==> src/rtl/traffic_sensor_conditioner.sv <==
// Sensor front end for the intersection controller: synchronizes and debounces the
// switches, latches per-lane requests, tracks waiting time and generates the step pulse.
module traffic_sensor_conditioner #(
    parameter int unsigned DB_COUNT     = 500000,
    parameter int unsigned DB_W         = 19,
    parameter int unsigned TICK_COUNT   = 50000000,
    parameter int unsigned TICK_W       = 26,
    parameter int unsigned STARVE_TICKS = 10
) (
    input  logic       CLOCK_50,
    input  logic       RESET_N,
    input  logic [4:0] SW,
    input  logic [3:0] serve,
    output logic [3:0] req,
    output logic [3:0] starve,
    output logic       override,
    output logic       step
);
    localparam int unsigned NB = 5;
    localparam int unsigned NL = 4;
    localparam logic [DB_W-1:0]   DB_LAST   = DB_W'(DB_COUNT - 1);
    localparam logic [DB_W-1:0]   DB_ONE    = DB_W'(1);
    localparam logic [TICK_W-1:0] TICK_LAST = TICK_W'(TICK_COUNT - 1);
    localparam logic [TICK_W-1:0] TICK_ONE  = TICK_W'(1);
    localparam logic [3:0]        STARVE_TH = 4'(STARVE_TICKS);
    localparam logic [3:0]        WAIT_MAX  = 4'd15;

    logic [NB-1:0]     meta_q;
    logic [NB-1:0]     sync_q;
    logic [NB-1:0]     deb_q,  deb_d;
    logic [DB_W-1:0]   cnt_q  [NB];
    logic [DB_W-1:0]   cnt_d  [NB];
    logic [NL-1:0]     req_q,  req_d;
    logic [3:0]        wait_cnt_q [NL];
    logic [3:0]        wait_cnt_d [NL];
    logic [TICK_W-1:0] tick_q, tick_d;
    logic              step_q, step_d;
    logic              ovr;

    assign ovr = deb_q[4];

    // Two-flop synchronizer; SW is asynchronous to CLOCK_50.
    always_ff @(posedge CLOCK_50 or negedge RESET_N) begin
        if (!RESET_N) begin
            meta_q <= '0;
            sync_q <= '0;
        end else begin
            meta_q <= SW;
            sync_q <= meta_q;
        end
    end

    // A single cycle of agreement restarts the count, so short glitches never reach deb_q.
    always_comb begin
        deb_d = deb_q;
        for (int k = 0; k < NB; k++) begin
            cnt_d[k] = '0;
            if (sync_q[k] != deb_q[k]) begin
                if (cnt_q[k] == DB_LAST) begin
                    deb_d[k] = sync_q[k];
                end else begin
                    cnt_d[k] = cnt_q[k] + DB_ONE;
                end
            end
        end
    end

    always_comb begin
        req_d = req_q;
        if (ovr) begin
            req_d = '0;
        end else begin
            for (int i = 0; i < NL; i++) begin
                if (deb_q[i]) begin
                    req_d[i] = 1'b1;
                end else if (serve[i]) begin
                    req_d[i] = 1'b0;
                end
            end
        end
    end

    always_comb begin
        for (int i = 0; i < NL; i++) begin
            wait_cnt_d[i] = wait_cnt_q[i];
            if (!req_q[i] || serve[i] || ovr) begin
                wait_cnt_d[i] = '0;
            end else if (step_q && (wait_cnt_q[i] != WAIT_MAX)) begin
                wait_cnt_d[i] = wait_cnt_q[i] + 4'd1;
            end
        end
    end

    // Prescaler keeps running under override so the controller can reach its safe state.
    always_comb begin
        step_d = (tick_q == TICK_LAST);
        tick_d = step_d ? '0 : tick_q + TICK_ONE;
    end

    always_ff @(posedge CLOCK_50 or negedge RESET_N) begin
        if (!RESET_N) begin
            deb_q  <= '0;
            req_q  <= '0;
            tick_q <= '0;
            step_q <= 1'b0;
            for (int k = 0; k < NB; k++) begin
                cnt_q[k] <= '0;
            end
            for (int i = 0; i < NL; i++) begin
                wait_cnt_q[i] <= '0;
            end
        end else begin
            deb_q  <= deb_d;
            req_q  <= req_d;
            tick_q <= tick_d;
            step_q <= step_d;
            for (int k = 0; k < NB; k++) begin
                cnt_q[k] <= cnt_d[k];
            end
            for (int i = 0; i < NL; i++) begin
                wait_cnt_q[i] <= wait_cnt_d[i];
            end
        end
    end

    always_comb begin
        for (int i = 0; i < NL; i++) begin
            starve[i] = (wait_cnt_q[i] >= STARVE_TH);
        end
    end

    assign req      = req_q;
    assign override = ovr;
    assign step     = step_q;

endmodule
==> config.mk <==
export PLATFORM = sky130hd
export DESIGN_NAME = traffic_sensor_conditioner
export DESIGN_NICKNAME = d
export VERILOG_FILES = /design/src/rtl/traffic_sensor_conditioner.sv
export SDC_FILE = /design/constraint.sdc
export NUM_CORES = 1
export LEC_CHECK = 0
export BUFFER_PORTS_ARGS = -buffer_cell sky130_fd_sc_hd__buf_2
export CAP_MARGIN = 10
export CORE_UTILIZATION = 47
export CTS_BUF_LIST = sky130_fd_sc_hd__clkbuf_2
export CTS_CLUSTER_DIAMETER = 200
export CTS_CLUSTER_SIZE = 14
export DETAILED_ROUTE_END_ITERATION = 10
export GPL_ROUTABILITY_DRIVEN = 0
export PLACE_DENSITY = 0.71
export SLEW_MARGIN = 10
export SYNTH_ARGS = -nofsm -noshare
export SYNTH_HDL_FRONTEND = slang
export SYNTH_SLANG_ARGS = --single-unit
==> constraint.sdc <==
create_clock -name CLOCK_50 -period 2.4 [get_ports CLOCK_50]
set_input_delay 0.72 -clock CLOCK_50 [delete_from_list [all_inputs] [get_ports CLOCK_50]]
set_output_delay 0.72 -clock CLOCK_50 [all_outputs]
set_load 0.02 [all_outputs]
# Word-level counts from Yosys, hierarchy flattened
# Cells that the tools add are included.
# word_totals
ff_bits	157
wordCells	108
output_inout_bits	10
# op_classes
n_mux	28
n_addsub	10
reduce_logical	29
n_lt_le_gt_ge	4
n_eq_ne	15
# ops
op	count
$mux 19	10
$add 19x1->19 const B	5
$eq 19x19->1 const B	5
$mux 4	9
$add 26x1->26 const B	1
$eq 26x26->1 const B	1
$mux 26	1
$add 4x1->4 const B	4
$ge 4x4->1 const B	4
$ne 4x4->1 const B	4
$reduce_bool 3->1	4
$reduce_and 2->1	5
$logic_or 1x1->1	8
$mux 1	8
$reduce_bool 2->1	4
$ne 1x1->1	5
$logic_and 1x1->1	4
$logic_not 1->1	4

# Depth between registers and ports, before layout
# Gate-level depths: netlist of run 1.
# logic_depth
ltp_word	4
ltp_mapped	7
depth_no_buf	5

# Worst setup path before layout of run 1
# No wires, ideal clock.
# synth_path
path_type	register -> register
start	register cnt_q[11] in the netlist's numbering
end	register deb_q[4]
t_arrival_ns	1.886
t_required_ns	2.275
n_path_buf	0
stages_incl_launch_ff	5
setup_slack_ns	0.390
cell_sequence	dfrtp_1 > or4_1 > or4_4 > nor2_1 > mux2_2
# synth_between
elab_chain_cells	2
# synth_lines
element	line	source
from (decl)	31	logic [DB_W-1:0] cnt_q [NB];
from (signal, indexed assignment)	118	cnt_q[k] <= cnt_d[k];
$eq 19x19->1	59	if (cnt_q[k] == DB_LAST) begin
$reduce_and 2->1 (no line)	--	
to (signal assigned)	102	deb_q <= '0;
to (signal assigned)	113	deb_q <= deb_d;
to (decl)	30	logic [NB-1:0] deb_q, deb_d;
# Every way passes these cells.
# A chain may end at the register's enable or synchronous reset.

# Worst setup path after layout of run 1
# layout_path
start	register wait_cnt_q[0] in the netlist's numbering
end	output starve[3]
# layout_between
elab_chain_cells	1
# layout_lines
element	line	source
from (decl)	34	logic [3:0] wait_cnt_q [NL];
from (signal, indexed assignment)	121	wait_cnt_q[i] <= wait_cnt_d[i];
$ge 4x4->1	128	starve[i] = (wait_cnt_q[i] >= STARVE_TH);
to (decl)	15	output logic [3:0] starve,
# Every way passes these cells.

==> impl_metrics.toml, run 1 <==
[pwr]
leakage_uw = 0.00356
peakVddDrop_v = 0.000641
cellPowerDensity_mw_per_mm2 = 493

[floorplanning]
die_h_um = 129
rows = 46
ios = 21
die_w_um = 129
core-area_mm2 = 0.0158
start_util_pct = 48.0
die_area_mm2 = 0.0166

[route]
ant_nets = 0
dr_wl_met2_um = 6850
wl_per_cell_um = 13.7
finalWirelength_um = 14400
vias_per_cell = 5.40
drtIter0Drc = 361
wl_met1_um = 7060
highest_layer = "met4"
met3_length_um = 406
vias = 5668
drtPass1Iterations = 6
drc = 0

[layout]
syn_to_final_growth_pct = 13.1
final_core_util_pct = 54.3
fill_cells = 1444
antenna_cells_inserted = 0
layout_common_cells = "dfrtp_1, nor2_1, nand2_1, nand3_1, xor2_1"
final_common_cell = "dfrtp_1"
stdcell_area_mm2 = 0.00856
fin_cells = 1049
nNetsFinal = 845
layout-drive-gt1-share_pct = 15.1

[yosys]
ys.flop_type = "dfrtp_1"
yosysWarnings = 0
ys_ff_latch = 157
yosys.cell_types.count = 45
postSynthAreaPerCell_um2 = 10.1
syn_inst = 750
synth_edf_count = 0
syn-num-nets = 775
synth_async_sr_flop_share_pct = 100
seq_area_frac_synth_pct = 51.9
synth_area_mm2 = 0.00757

[placed_design]
pre_cts_slack_ns = 0.219
place_area_mm2 = 0.00800
numPortBuffers = 20
dp_hpwl_um = 9560
dp.cells = 985

[timing]
tightest_slew_ns = 0.490
slew_headroom_pct = 67.2
maxClockFrequency_mhz = 409
finalCritPeriodShare_pct = 102
rsz0062_at_grt = "yes"
hold_violations = 0
finalWorstSetupSlack_ns = -0.0466
drv_slew = 0
finalSetupTns_ns = -0.130
min_period_ns = 2.45
setup_viol = 4
clock_skew_ns = 0.0223

[clock_tree]
clkSinkCount = 157
clock_latency_ns = 0.70
ctsHtreeMaxLevel = 4
cts_tree = "done"
cts-root-buf = "clkbuf_2"
cts_buffers = 17
clockBufferDepth = 2
cts.clk_slew.worst_paths_ns = 0.20

[worst_setup_path]
r2r_cells = 17
path_cells = "inv_2 -> ha_2 -> o31a_1 -> buf_6"
crit_path_start_kind = "register"
cpPeakStageDelay_ns = 0.41
crit_required_ns = 1.68
crit_fanout = 2
critPathKind = "reg -> out"
arrival_ns = 1.73
endpoint_kind = "primary output"
slowest_stage = "dfrtp_1"

[global_route]
grt_pass1_vias = 5522
grt_pass1_wl_um = 25500
grt_max_degree = 49
grt.total_usage_pct = 19.3
overflow = 0
antenna_found_initial = 0

[run_status]
failed_checks = "setup timing"
status = "finished with violations"

[worst_hold_path]
hold_depth = 1
hold_path_class = "in -> reg"

[job]
maxCapViolCount = 0
critical path: cells and delay by family (launching register included):
family          cells  cell delay [ns]
flops               1             0.41
compound gates      1             0.27
fa+ha+maj           1             0.17
buf+inv             2             0.19
per-layer routing:
metal / vias up / global-route usage (%)
li1: 2798 / -
met4: 0 / 5.05
met2: 70 / 30.5
met5: - / 0
met1: 2795 / 26.6
met3: 5 / 4.82
state kept, by name, summed over array words and instances (netlist names):
name,flops
cnt_q,95
wait_cnt_q,16
deb_q,5
req,4
meta_q,5
step,1
tick_q,26
sync_q,5
repair_timing:
item / 4_1_cts / 5_1_grt
endpoints found under the hold margin: 43 / 3
pin swaps: 6 / 2
setup endpoints to repair: 4 / 5
buffers inserted: 26 / 3
gates resized for setup: 19 / 9
hold buffers: 1 / 3
Yosys cell counts (3+ instances only):
master     number  share of area (%)
o21ai_4         3               0.64
nor2_1         93                4.6
and3_1          5               0.41
and2_1          6               0.50
nand4_1        28                2.3
or2_2           7               0.58
o21ai_0        29                1.9
or3_1          26                2.1
and4_1         15                1.7
clkbuf_1       10               0.50
inv_1          24                1.2
nor3_1         14               0.93
nor4b_1         4               0.46
xnor2_1        41                4.7
a21oi_1        41                2.7
dfrtp_1       157                 52
o31ai_1        13                1.3
ha_1           14                2.3
or4_1          22                2.2
or3b_2          3               0.35
nand3_1        52                3.4
nand4bb_1       3               0.45
o31a_1          4               0.46
mux2_2          5               0.74
nor4_1         10               0.83
xor2_1         47                5.4
nand2_1        52                2.6
logic make-up after synthesis:
| logic type | after synthesis | synth area share [%] |
|---|---|---|
| adders and majority gates | 14 | 2.32 |
| AOI/OAI and AO/OA | 93 | 7.36 |
| xor gates and xnor gates | 88 | 10.2 |
| and+or+nand+nor | 352 | 25.1 |
| muxes | 5 | 0.744 |
| DFF | 157 | 51.9 |
| buffers and inverters | 41 | 2.38 |
worst paths after layout:
| kind | from | endpoint | slack [ns] |
|---|---|---|---|
| hold reg to reg | meta_q[2]$_DFF_PN0_ | sync_q[2]$_DFF_PN0_ | 0.36 |
| setup / recovery | wait_cnt_q[0]$_DFFE_PN0P_ | starve[3] | -0.05 |
| max in group asynchronous | RESET_N | cnt_q[8]$_DFF_PN0_ | 1.27 |
| setup reg to reg | wait_cnt_q[4]$_DFFE_PN0P_ | wait_cnt_q[4]$_DFFE_PN0P_ | 0.08 |
| hold / removal | SW[1] | meta_q[1]$_DFF_PN0_ | 0.12 |
| min in group asynchronous | RESET_N | cnt_q[50]$_DFF_PN0_ | 0.51 |
layout make-up:
cell class                 instances  area (um^2)  share of cell area (%)
multi-input combinational        552         3480                    40.7
clock inverter                    13          124                    1.45
sequential                       157         3930                    45.9
timing repair buffer              68          564                    6.59
tap                              216          270                    3.16
inverter                          24         90.1                    1.05
clock buffer                      19         95.1                    1.11
metrics by stage:
stage / power [uW] / hold slack [ns]
floorplan: 2810 / 0.331
global placement: 2900 / 0.334
detailed placement: 2900 / 0.336
CTS: 4290 / 0.00796
global route: 4430 / 0.00497
finish: 4220 / 0.123
where the power goes:
group          internal (uW)  switching, uW
Combinational           48.9            102
Sequential              2680           26.8
Clock                    473            888
Power figures use the tool's default switching activity.
==> inputs of run 2 (changes only) <==
PLACE_DENSITY = 0.74   (was 0.71)
==> impl_metrics.toml, run 2 (synthesis results as in run 1) <==
[run_status]
status = "finished with violations"
failed_checks = "setup timing"

[worst_setup_path]
r2r_end = "wait_cnt_q[4]$_DFFE_PN0P_"
ff2ff_setup_slack_ns = 0.06
cpPeakStageDelay_ns = 0.40
r2r_cells = 16
path_cells = "inv_2 -> ha_2 -> o31a_1 -> buf_6"
reg2reg_from = "wait_cnt_q[4]$_DFFE_PN0P_"
arrival_ns = 1.73
crit_required_ns = 1.68
endpoint_kind = "primary output"
crit_path_start_kind = "register"
crit_start = "wait_cnt_q[12]$_DFFE_PN0P_"
crit_fanout = 2
critPathKind = "reg -> out"
slowest_stage = "dfrtp_1"

[pwr]
p_sw_share_pct = 24.9
p_clk_share_pct = 30.5
power_frac_comb_pct = 3.6
seqPwrFrac_pct = 65.9
leakage_uw = 0.00350
cellPowerDensity_mw_per_mm2 = 485
p_int_uw = 3080
peakVddDrop_v = 0.000281
p_switching_uw = 1020

[clock_tree]
cts-root-buf = "clkbuf_2"
cts.clk_slew.worst_paths_ns = 0.21
cts_buffers = 17
cts_tree = "done"
clockBufferDepth = 2
clock_latency_ns = 0.69
ctsHtreeMaxLevel = 4
clkSinkCount = 157

[floorplanning]
die_h_um = 129
rows = 46
die_w_um = 129
ios = 21
die_area_mm2 = 0.0166
core-area_mm2 = 0.0158
start_util_pct = 48.0

[global_route]
gr-usage-met1_pct = 25.3
grt_pass1_vias = 5129
grt_util_met3_pct = 4.82
overflow = 0
met2_usage_pct = 28.5
grt_busiest_layer = "met2"
grt_max_degree = 57
grt.total_usage_pct = 18.4
antenna_found_initial = 1
grt_pass1_wl_um = 24200

[timing]
slew_headroom_pct = 64.2
setup_viol = 3
finalWorstSetupSlack_ns = -0.0514
finalCritPeriodShare_pct = 102
clock_skew_ns = 0.0244
min_period_ns = 2.45
drv_slew = 0
maxClockFrequency_mhz = 408
hold_violations = 0
rsz0062_at_grt = "yes"
finalSetupTns_ns = -0.123
tightest_slew_ns = 0.536

[placed_design]
dp_hpwl_um = 9530
numPortBuffers = 20

[layout]
largest-register = "cnt_q"
final_common_cell = "dfrtp_1"
largest_register_ffs = 95
final_core_util_pct = 53.7
largestRegisters = "cnt_q (95), tick_q (26), wait_cnt_q (16)"
layout_common_cells = "dfrtp_1, nor2_1, nand2_1, nand3_1, xor2_1"
layout-drive-gt1-share_pct = 15.0
nNetsFinal = 841
syn_to_final_growth_pct = 11.8

[route]
drc = 0
wl_per_cell_um = 13.5
vias = 5600
vias_per_cell = 5.36
ant_nets = 0
drtPass1Iterations = 4
drtIter0Drc = 332
finalWirelength_um = 14100

[worst_hold_path]
holdPathEnd = "meta_q[0]$_DFF_PN0_"
hold_path_class = "in -> reg"
hold_start = "SW[0]"
hold_depth = 1

[job]
maxCapViolCount = 0
run 2: worst max-delay path by stage:
| stage | end | slack (ns) |
|---|---|---|
| detailed placement | cnt_q[15]$_DFF_PN0_ | 0.21 |
| global placement | cnt_q[12]$_DFF_PN0_ | 0.28 |
| floorplan | deb_q[4]$_DFFE_PN0P_ | 0.39 |
| finish | starve[0] | -0.05 |
| CTS | starve[0] | -0.13 |
| global route | starve[0] | -0.23 |
run 2: area by class of cell:
type                            count  area [um^2]
Fill cell                        1433         7310
Sequential cell                   157         3930
Multi-Input combinational cell    552         3470
Timing Repair Buffer               64          502
Tap cell                          216          270
Clock inverter                     13          103
Clock buffer                       18         90.1
Inverter                           24         90.1
Antenna cell                        1         2.50
run 2: per-layer routing:
layer  up-vias  wire [um]
met2        73       6610
met4         0        166
met5         -          0
met1      2711       6930
met3        12        405
li1       2804          -
run 2: power by group through the flow:
stage                     Sequential [uW]  Combinational [uW]  Clock [uW]
after global placement               2750                 149           0
after global routing                 2710                 175        1410
after CTS                            2700                 153        1310
after detailed placement             2750                 151           0
final                                2700                 149        1250
after floorplan                      2750                65.3           0
run 2: worst max-delay path: cells and delay by family (launching register included):
family	cells	cell delay [ns]
AOI/OAI and AO/OA	1	0.28
adders and majority gates	1	0.17
buffers and inverters	2	0.20
DFF	1	0.40
run 2: stage by stage:
step / hold slack [ns] / setup slack (ns) / total power [uW] / area [um^2] / cells
3_5_place_dp: 0.336 / 0.212 / 2900 / 7990 / 984
4_1_cts: 0.0338 / -0.132 / 4160 / 8430 / 1042
5_1_grt: 0.00965 / -0.227 / 4300 / 8460 / 1045
3_3_place_gp: 0.335 / 0.281 / 2900 / 7990 / 984
6_report: 0.117 / -0.0514 / 4110 / 8460 / 1045
2_1_floorplan: 0.331 / 0.390 / 2810 / 7570 / 750
run 2: what timing repair did:
action	4_1_cts	5_1_grt
endpoints found under the hold margin	52	2
endpoints found under the setup margin	4	6
resized for setup	18	2
pin swaps	7	1
setup buffers	26	2
hold buffers	1	2
==> inputs of run 3 (changes only) <==
CORE_UTILIZATION = 60   (was 47)
PLACE_DENSITY = 0.88   (was 0.74)
SKIP_LAST_GASP = 1   (was default)
==> impl_metrics.toml, run 3 (synthesis results as in run 1) <==
[timing]
drv_slew = 0
finalWorstSetupSlack_ns = -0.117
setup_viol = 4
rsz0062_at_grt = "yes"
tightest_slew_ns = 0.521
maxClockFrequency_mhz = 397
hold_violations = 0
slew_headroom_pct = 65.1
min_period_ns = 2.52
finalCritPeriodShare_pct = 105
clock_skew_ns = 0.0315

[global_route]
grt_max_degree = 50
overflow = 0
grt_pass1_wl_um = 27000
antenna_found_initial = 0
grt.total_usage_pct = 26.1
grt_pass1_vias = 5963

[layout]
nNetsFinal = 827
layout_common_cells = "dfrtp_1, nor2_1, nand2_1, nand3_1, xor2_1"
largest_register_ffs = 95
largestRegisters = "cnt_q (95), tick_q (26), wait_cnt_q (16)"
antenna_cells_inserted = 0
fill_cells = 872
syn_to_final_growth_pct = 10.2
layout-drive-gt1-share_pct = 13.6
final_common_cell = "dfrtp_1"
largest-register = "cnt_q"
final_core_util_pct = 68.6

[worst_hold_path]
hold_path_class = "in -> reg"

[route]
ant_nets = 0
vias_per_cell = 5.94
drtIter0Drc = 319
wl_per_cell_um = 15.8
vias = 5843
drtPass1Iterations = 5
drc = 0
finalWirelength_um = 15500

[clock_tree]
cts_buffers = 17
cts.clk_slew.worst_paths_ns = 0.21
clock_latency_ns = 0.73
clockBufferDepth = 2
ctsHtreeMaxLevel = 4
cts_tree = "done"
clkSinkCount = 157
cts-root-buf = "clkbuf_2"

[floorplanning]
die_h_um = 114
start_util_pct = 62.2
die_w_um = 114
ios = 21
die_area_mm2 = 0.0131
core-area_mm2 = 0.0122
rows = 40

[worst_setup_path]
ff2ff_setup_slack_ns = 0.18
endpoint_kind = "primary output"
r2r_cells = 4
r2r_end = "cnt_q[27]$_DFF_PN0_"
critPathKind = "reg -> out"
endpoint = "starve[3]"
crit_required_ns = 1.68
reg2reg_from = "cnt_q[33]$_DFF_PN0_"
crit_start = "wait_cnt_q[1]$_DFFE_PN0P_"
arrival_ns = 1.80
crit_fanout = 4
crit_path_start_kind = "register"

[pwr]
peakVddDrop_v = 0.000518
leakage_uw = 0.00347
p_total_uw = 4330
cellPowerDensity_mw_per_mm2 = 520

[run_status]
failed_checks = "setup timing"
status = "finished with violations"

[placed_design]
dp_hpwl_um = 10600
numPortBuffers = 20

[job]
maxCapViolCount = 0
run 3: cell types whose count changed in the layout (fill, tap and decap cells not counted), sizes merged:
cell	before	now
buf	61	48
bufinv	1	3
clkinvlp	2	1
dlygate4sd3	3	2
diode	1	0
run 3: metrics by stage:
stage / hold slack (ns) / std cells / TNS (ns) / cell area [um^2] / worst slack [ns]
after CTS: 0.0209 / 981 / -0.493 / 8320 / -0.138
after global routing: 0.0176 / 983 / -0.836 / 8340 / -0.217
after global placement: 0.332 / 935 / 0 / 7920 / 0.300
final: 0.0866 / 983 / -0.431 / 8340 / -0.117
after floorplan: 0.331 / 750 / 0 / 7570 / 0.390
after detailed placement: 0.336 / 935 / 0 / 7920 / 0.247
run 3: how the worst min path moves through the flow:
stage,cells past startpoint,from,slack (ns),endpoint
6_report,1,SW[0],0.09,meta_q[0]$_DFF_PN0_
5_1_grt,1,SW[0],0.02,meta_q[0]$_DFF_PN0_
4_1_cts,1,SW[2],0.02,meta_q[2]$_DFF_PN0_
3_5_place_dp,0,meta_q[4]$_DFF_PN0_,0.34,sync_q[4]$_DFF_PN0_
3_3_place_gp,0,meta_q[4]$_DFF_PN0_,0.33,sync_q[4]$_DFF_PN0_
2_1_floorplan,0,meta_q[0]$_DFF_PN0_,0.33,sync_q[0]$_DFF_PN0_
run 3: cell type report:
cell class | instances | area (um^2) | share of cell area [%]
clock buffer | 18 | 90.1 | 1.08
multi-input combinational | 552 | 3480 | 41.7
clock inverter | 14 | 151 | 1.82
sequential | 157 | 3930 | 47.1
timing repair buffer | 50 | 390 | 4.68
inverter | 24 | 90.1 | 1.08
tap | 168 | 210 | 2.52
run 3: worst max-delay path, stage by stage (launching register included):
cell and delay, ns:
dfrtp_1 0.45, buf_4 0.16, o31a_1 0.32, buf_6 0.15
run 3: repair_timing:
item	CTS	global route
setup endpoints to repair	5	4
endpoints found under the hold margin	45	1
hold buffers	1	1
resized for setup	19	0
pin swaps	6	0
buffers inserted	13	1
run 3: power breakdown:
group          switching (uW)  leakage, uW  internal, uW  total [uW]
sequential               27.8      0.00214          2680        2710
combinational             103      0.00118          47.0         150
clock                     909     0.000150           568        1480
run 3: metal layers:
layer | up-vias | wire length, um | track usage [%]
met4 | 0 | 386 | 12.7
met5 | - | 0 | 0
li1 | 2767 | - | -
met3 | 38 | 573 | 4.66
met2 | 155 | 7920 | 44.1
met1 | 2883 | 6610 | 32.6
